**src/rtl/otter_ctrl_pkg.sv**
```systemverilog
// Shared types for the OTTER control-flow redirect logic: PC mux encodings
// and the interrupt-entry sequencer states.
package otter_ctrl_pkg;

  typedef enum logic [2:0] {
    PC_PLUS4  = 3'd0,
    PC_JALR   = 3'd1,
    PC_BRANCH = 3'd2,
    PC_JAL    = 3'd3,
    PC_MTVEC  = 3'd4,
    PC_MEPC   = 3'd5
  } pc_sel_t;

  typedef enum logic [1:0] {
    RUN   = 2'd0,
    DRAIN = 2'd1,
    TRAP  = 2'd2
  } redir_state_t;

endpackage

```
**src/rtl/otter_redirect_ctrl.sv**
```systemverilog
// Redirect sequencer for the OTTER pipeline: turns the EX branch/jump/MRET
// decision into PC-mux and flush controls and walks interrupt entry through drain and trap.
module otter_redirect_ctrl
  import otter_ctrl_pkg::*;
#(
  parameter int DRAIN_CYCLES = 2,
  parameter int XLEN         = 32
) (
  input  logic            CLK,
  input  logic            RST,
  input  logic            STALL,
  input  logic            EX_VALID,
  input  logic [2:0]      EX_PC_SOURCE,
  input  logic            EX_IS_MRET,
  input  logic [XLEN-1:0] EX_PC,
  input  logic            INTR,
  input  logic            MIE,
  output logic [2:0]      PC_SEL,
  output logic            HOLD_PC,
  output logic            FLUSH_IF_ID,
  output logic            FLUSH_ID_EX,
  output logic            SQUASH_EX,
  output logic            INT_TAKEN,
  output logic            MEPC_WE,
  output logic [XLEN-1:0] MEPC,
  output logic            BUSY
);

  localparam int CNT_W = (DRAIN_CYCLES < 1) ? 1 : $clog2(DRAIN_CYCLES + 1);
  localparam logic [CNT_W-1:0] CNT_INIT = CNT_W'(DRAIN_CYCLES);
  localparam logic [CNT_W-1:0] CNT_LAST = CNT_W'(1);

  redir_state_t    state_q, state_d;
  logic [CNT_W-1:0] cnt_q, cnt_d;
  logic [XLEN-1:0] mepc_q, mepc_d;

  pc_sel_t ex_src;
  logic    redirect;
  logic    accept;
  pc_sel_t pc_sel;

  // Codes 4-7 never legitimately come from EX; fall back to sequential fetch.
  assign ex_src   = EX_PC_SOURCE[2] ? PC_PLUS4 : pc_sel_t'(EX_PC_SOURCE);
  assign redirect = EX_VALID && (EX_IS_MRET || (ex_src != PC_PLUS4));
  assign accept   = EX_VALID && INTR && MIE && !redirect;

  always_ff @(posedge CLK) begin
    if (RST) begin
      state_q <= RUN;
      cnt_q   <= '0;
      mepc_q  <= '0;
    end else begin
      state_q <= state_d;
      cnt_q   <= cnt_d;
      mepc_q  <= mepc_d;
    end
  end

  always_comb begin
    state_d = state_q;
    cnt_d   = cnt_q;
    mepc_d  = mepc_q;
    if (!STALL) begin
      unique case (state_q)
        RUN: begin
          if (accept) begin
            mepc_d = EX_PC;
            if (DRAIN_CYCLES == 0) begin
              state_d = TRAP;
            end else begin
              state_d = DRAIN;
              cnt_d   = CNT_INIT;
            end
          end
        end
        DRAIN: begin
          cnt_d = cnt_q - 1'b1;
          if (cnt_q == CNT_LAST) state_d = TRAP;
        end
        TRAP:    state_d = RUN;
        default: state_d = RUN;
      endcase
    end
  end

  always_comb begin
    pc_sel      = PC_PLUS4;
    HOLD_PC     = 1'b0;
    FLUSH_IF_ID = 1'b0;
    FLUSH_ID_EX = 1'b0;
    SQUASH_EX   = 1'b0;
    INT_TAKEN   = 1'b0;
    MEPC_WE     = 1'b0;
    BUSY        = 1'b0;
    if (!RST) begin
      unique case (state_q)
        RUN: begin
          if (!STALL) begin
            if (EX_VALID && EX_IS_MRET) begin
              pc_sel      = PC_MEPC;
              FLUSH_IF_ID = 1'b1;
              FLUSH_ID_EX = 1'b1;
            end else if (redirect) begin
              pc_sel      = ex_src;
              FLUSH_IF_ID = 1'b1;
              FLUSH_ID_EX = 1'b1;
            end else if (accept) begin
              HOLD_PC     = 1'b1;
              FLUSH_IF_ID = 1'b1;
              FLUSH_ID_EX = 1'b1;
              SQUASH_EX   = 1'b1;
            end
          end
        end
        DRAIN: begin
          HOLD_PC     = 1'b1;
          FLUSH_IF_ID = 1'b1;
          FLUSH_ID_EX = 1'b1;
          BUSY        = 1'b1;
        end
        TRAP: begin
          FLUSH_IF_ID = 1'b1;
          FLUSH_ID_EX = 1'b1;
          BUSY        = 1'b1;
          if (STALL) begin
            HOLD_PC = 1'b1;
          end else begin
            pc_sel    = PC_MTVEC;
            INT_TAKEN = 1'b1;
            MEPC_WE   = 1'b1;
          end
        end
        default: ;
      endcase
    end
  end

  assign PC_SEL = pc_sel;
  assign MEPC   = mepc_q;

endmodule

```
**config.mk**
```make
export PLATFORM = sky130hd
export DESIGN_NAME = otter_redirect_ctrl
export DESIGN_NICKNAME = d
export VERILOG_FILES = /design/src/rtl/otter_ctrl_pkg.sv /design/src/rtl/otter_redirect_ctrl.sv
export SDC_FILE = /design/constraint.sdc
export NUM_CORES = 1
export LEC_CHECK = 0
export ABC_AREA = 1
export BUFFER_PORTS_ARGS = -buffer_cell sky130_fd_sc_hd__clkbuf_2
export CAP_MARGIN = 20
export CORE_MARGIN = 2
export CORE_UTILIZATION = 44
export CTS_CLUSTER_DIAMETER = 150
export CTS_CLUSTER_SIZE = 10
export DETAILED_ROUTE_END_ITERATION = 7
export GPL_ROUTABILITY_DRIVEN = 0
export GPL_TIMING_DRIVEN = 0
export PLACE_DENSITY = 0.87
export SLEW_MARGIN = 10
export SYNTH_ARGS = -nofsm -noshare
export SYNTH_HDL_FRONTEND = slang
export SYNTH_SLANG_ARGS = --single-unit
export TNS_END_PERCENT = 1
```
**constraint.sdc**
```tcl
create_clock -name CLK -period 1.7 [get_ports CLK]
set_input_delay 0.255 -clock CLK [delete_from_list [all_inputs] [get_ports CLK]]
set_output_delay 0.255 -clock CLK [all_outputs]
set_load 0.005 [all_outputs]
```
Word-level counts from Yosys, hierarchy flattened

Cells that the tools add are included.

Add/subtract/negate cells: 1
Equality and inequality tests: 5
Multiplexer cells: 31
Bitwise logic cells: 1
Reduce and logical (&&, ||, !) cells: 14

Operators by type and width:

| operator                                                           | number |
|---|---|
| 1-bit 2-to-1 mux                                                   | 17 |
| 3-bit 2-to-1 mux                                                   | 4 |
| 2-bit 2-to-1 mux                                                   | 5 |
| 3-bit AND reduction                                                | 3 |
| 2-bit case mux with 2 select lines                                 | 2 |
| 3-bit case mux with 2 select lines                                 | 1 |
| 1-bit logical AND                                                  | 5 |
| 2-bit by 1-bit == test with 1-bit output, second input constant    | 2 |
| 2-bit != test, second input constant                               | 2 |
| 1-bit case mux with 3 select lines                                 | 1 |
| 3-bit nonzero test                                                 | 1 |
| 2-bit == test, second input constant                               | 1 |
| 2-bit logical NOT                                                  | 1 |
| 1-bit case mux with 2 select lines                                 | 1 |
| 2-bit nonzero test                                                 | 1 |
| 2-bit OR reduction                                                 | 1 |
| 2-bit by 1-bit subtractor with 2-bit output, second input constant | 1 |
| 1-bit logical NOT                                                  | 1 |
| 1-bit logical OR                                                   | 1 |
| 1-bit inverter                                                     | 1 |

Register bits after elaboration: 36
Bits of input ports: 42
Output and inout port bits: 42
Word-level logic and storage cells: 55

Depth between registers and ports, before layout

Word-level depth: 12
Gate-level depth with buffers: 8
Depth with buffers taken out: 8

Worst setup path after synthesis

Ideal clock, no wire load.

Path kind: register to output
From: register state_q[0]
To: output HOLD_PC
Data arrival time: 1.168 ns
Data required time: 1.445 ns
Setup slack: 0.277 ns
Stages on the path, launching flop included: 8
Buffers on the path: 1
Cell sequence: dfxtp_1 -> inv_1 -> ha_1 -> nand2_1 -> nor2_4 -> inv_2 -> buf_6 -> a21oi_1

Word-level cells in the longest chain between the ends: 3
Elaborated cells between the ends (all ways): 5
Classes of those cells: eq/ne: 2; mux: 2; reduce/logical: 1

Ends and longest elaborated chain:

| item                                  | line                      | RTL |
|---|---|---|
| from (decl)                           | otter_redirect_ctrl.sv:33 | `redir_state_t state_q, state_d;` |
| from (signal assigned)                | otter_redirect_ctrl.sv:53 | `state_q <= state_d;` |
| 2-bit == test (tied with other cells) | otter_redirect_ctrl.sv:96 | `unique case (state_q)` |
| 1-bit case mux with 3 select lines *  | otter_redirect_ctrl.sv:96 |  |
| 1-bit 2-to-1 mux *                    | otter_redirect_ctrl.sv:95 | `if (!RST) begin` |
| to (decl)                             | otter_redirect_ctrl.sv:19 | `output logic HOLD_PC,` |

Mark *: on every way between the ends. The rest lies on a longest branch, timed or not.

Worst setup path in the final report

From: register state_q[0]
To: output PC_SEL[2]

Word-level cells in the longest chain between the ends: 3
Elaborated cells between the ends (all ways): 4
Classes of those cells: eq/ne: 1; mux: 2; reduce/logical: 1

Ends and longest elaborated chain:

| item                                               | line                      | RTL |
|---|---|---|
| 2-bit == test or 2-bit logical NOT (tied branches) | otter_redirect_ctrl.sv:96 |  |
| 3-bit case mux with 2 select lines *               | otter_redirect_ctrl.sv:96 |  |
| 3-bit 2-to-1 mux *                                 | otter_redirect_ctrl.sv:95 |  |
| to (decl)                                          | otter_redirect_ctrl.sv:18 | `output logic [2:0] PC_SEL,` |

Marks and branches as above.

==> impl_metrics.env <==
export IMPL_status="finished, violations left"
export IMPL_violations="setup timing"
export IMPL_rsz0062_at_grt="yes"
export IMPL_crit_path_end_kind="primary output"
export IMPL_power_density_nw_per_um2=871
export IMPL_place_ws_ns=0.0416
export IMPL_area_growth_pct=45.2
export IMPL_start_util=0.461
export IMPL_clock_latency_ns=0.34
export IMPL_final_layout_size_suffix_gt1_frac=0.425
export IMPL_grt_pass1_wl_um=6580
export IMPL_slew_limit_headroom=0.758
export IMPL_fmax_mhz=580
export IMPL_swShare=0.206
export IMPL_fin_ws_ns=-0.0240
export IMPL_wl_um=3870
export IMPL_synth_seq_cells=36
export IMPL_routed_via_density=4.64
export IMPL_power_switching_w=0.000403
export IMPL_grt_use_total=0.205
export IMPL_ant_nets=0
export IMPL_hold_viol=0
export IMPL_seqCellArea_um2=723
export IMPL_htreeDepth=2
export IMPL_num_rows=21
export IMPL_cp_cell_sequence="inv_2 > ha_4 > nand2_4 > inv_4 > nand2_4 > inv_2 > a31o_2 > clkbuf_2"
export IMPL_clock_sinks=36
export IMPL_crit_arrival_ns=1.47
export IMPL_combPwrFrac=0.096
export IMPL_p_int_w=0.00156
export IMPL_cts_buffers=5
export IMPL_top_layer="met4"
export IMPL_grt_pass1_vias=1537
export IMPL_core_area_um2=3360
export IMPL_grt_max_degree=13
export IMPL_dp_hpwl_um=2790
export IMPL_setup_viol=2
export IMPL_syn_nets=257
export IMPL_via_count=1635
export IMPL_die_y_um=63.3
export IMPL_critPathLaunchType="flop"
export IMPL_die_area_um2=4010
export IMPL_setup_tns_ns=-0.0247
export IMPL_tritoncts="built"
export IMPL_nFillCells=314
export IMPL_finalPower_w=0.00196
export IMPL_min_period_ns=1.72
export IMPL_die_w_um=63.3
export IMPL_antenna_found_initial=0
export IMPL_route_detailed_drc=0
export IMPL_clkTransAtPathRegs_ns=0.12
export IMPL_synth_seq_area_share=0.465
export IMPL_max_stage_delay_ns=0.37
export IMPL_wire_per_inst_um=11.0
export IMPL_io_pins=84
export IMPL_overflow=0
export IMPL_wl_met1_um=1680
export IMPL_p_leak_nw=1.21
export IMPL_cp_slowest_cell="dfxtp_2"
export IMPL_crit_type="reg2out"
export IMPL_io_buffers=83
export IMPL_post_route_period_util=1.01
export IMPL_clkPwrFrac=0.460
export IMPL_firstDrtPassIters=4
export IMPL_final_util=0.669
export IMPL_hold_ws_ns=0.125
export IMPL_drt_initial_drc_count=45
export IMPL_antenna_diode_count=0
export IMPL_synth_cell_types=23
export IMPL_hold_path_class="in2reg"
export IMPL_worstPathRequired_ns=1.44
export IMPL_worst_path_max_fanout=3
export IMPL_max_slew_worst_pin_slew_ns=0.363
export IMPL_drv_slew=0
export IMPL_peakVddDrop_uv=702
export IMPL_ys_warn_count=0
export IMPL_syn_area_per_cell_um2=7.38
export IMPL_dr_wl_met3_um=293
export IMPL_cts_root_buf="clkbuf_4"
export IMPL_clockBufferDepth=2
export IMPL_clock_skew_ns=0.00616
export IMPL_synthesis_area_um2=1550
export IMPL_drv_cap=0
export IMPL_nets=352
export IMPL_met2WireLength_um=1850
export IMPL_seqPwrFrac=0.443
export IMPL_multi_input_area_um2=754
export IMPL_netlist_instances=210
-- cell type report --
class                   instances  share of cell area
clock inverters                 3              0.0400
flip-flops and latches         36               0.321
well taps                      46              0.0256
repair buffers                 90               0.208
inverters                      14              0.0256
plain buffers                   9              0.0273
multi-input cells             149               0.335
clock buffers                   5              0.0167
-- power by group through the flow --
stage | Clock (W) | Combinational, W | Sequential [W]
after floorplan | 0 | 0.0000773 | 0.000887
after CTS | 0.000914 | 0.000180 | 0.000868
after detailed placement | 0 | 0.000165 | 0.000887
after global routing | 0.000959 | 0.000212 | 0.000870
final | 0.000902 | 0.000189 | 0.000868
after global placement | 0 | 0.000161 | 0.000886
-- Yosys cell counts (all sizes together) --
cell,count,share of area
or2,3,0.012
ha,5,0.040
a31o,1,0.0057
dfxtp,36,0.47
nand2,17,0.043
nor2,76,0.19
a21oi,5,0.016
buf,6,0.035
clkbuf,5,0.017
nor3,1,0.0032
o21ai,34,0.11
inv,14,0.034
nand3,7,0.026
-- logic make-up after synthesis --
kind of cell	count (synthesis)	share of synthesized area
flip-flops	36	0.465
AND/OR/NAND/NOR	104	0.275
AO/OA/AOI/OAI	40	0.134
adder cells (fa/ha/maj)	5	0.0404
buffers and inverters	25	0.0856
-- layout by cell type, fill, tap and decap left out, drive strengths merged --
| cell | instances |
|---|---|
| inv | 14 |
| nand3 | 7 |
| nand2 | 17 |
| ha | 5 |
| buf | 14 |
| nor3 | 1 |
| a31o | 1 |
| clkbuf | 90 |
| o21ai | 34 |
| or2 | 3 |
| a21oi | 5 |
| bufinv | 3 |
| nor2 | 76 |
| dfxtp | 36 |
-- worst paths after layout --
check | start | end | slack [ns] | depth (start not counted)
setup reg to reg | state_q[1] | state_q[1] | 0.23 | 9
hold reg to reg | MEPC[1] | MEPC[1] | 0.51 | 2
hold / removal | EX_PC[20] | MEPC[20] | 0.12 | 3
setup / recovery | state_q[0] | PC_SEL[2] | -0.02 | 8
-- layer usage --
metal,track usage,vias to the layer above
met5,0,-
met4,0.0652,0
met3,0.0625,6
met2,0.345,59
met1,0.250,716
li1,-,854
-- critical path: cells and delay by family (launching register included) --
kind                       cells  cell delay [ns]
and+or+nand+nor                2             0.15
buffers and inverters          4             0.25
adders and majority gates      1             0.16
DFF                            1             0.37
AOI/OAI and AO/OA              1             0.19
-- flip-flops by register name, indices dropped and copies added, names as in the netlist --
signal and flops:
state_q 2, cnt_q 2, MEPC 32
-- timing repair --
item | in CTS | in global routing
resized for setup | 15 | 11
endpoints found under the setup margin | 8 | 9
pin swaps | 3 | 2
cloned | 0 | 0
buffers inserted | 6 | 1
hold buffers | 0 | 0
-- stage by stage --
step,cells,cell area (um^2)
after CTS,351,2220
final,352,2250
after floorplan,210,1550
after global placement,339,2020
after detailed placement,339,2020
after global routing,352,2250
(Power assumes the default switching activity.)
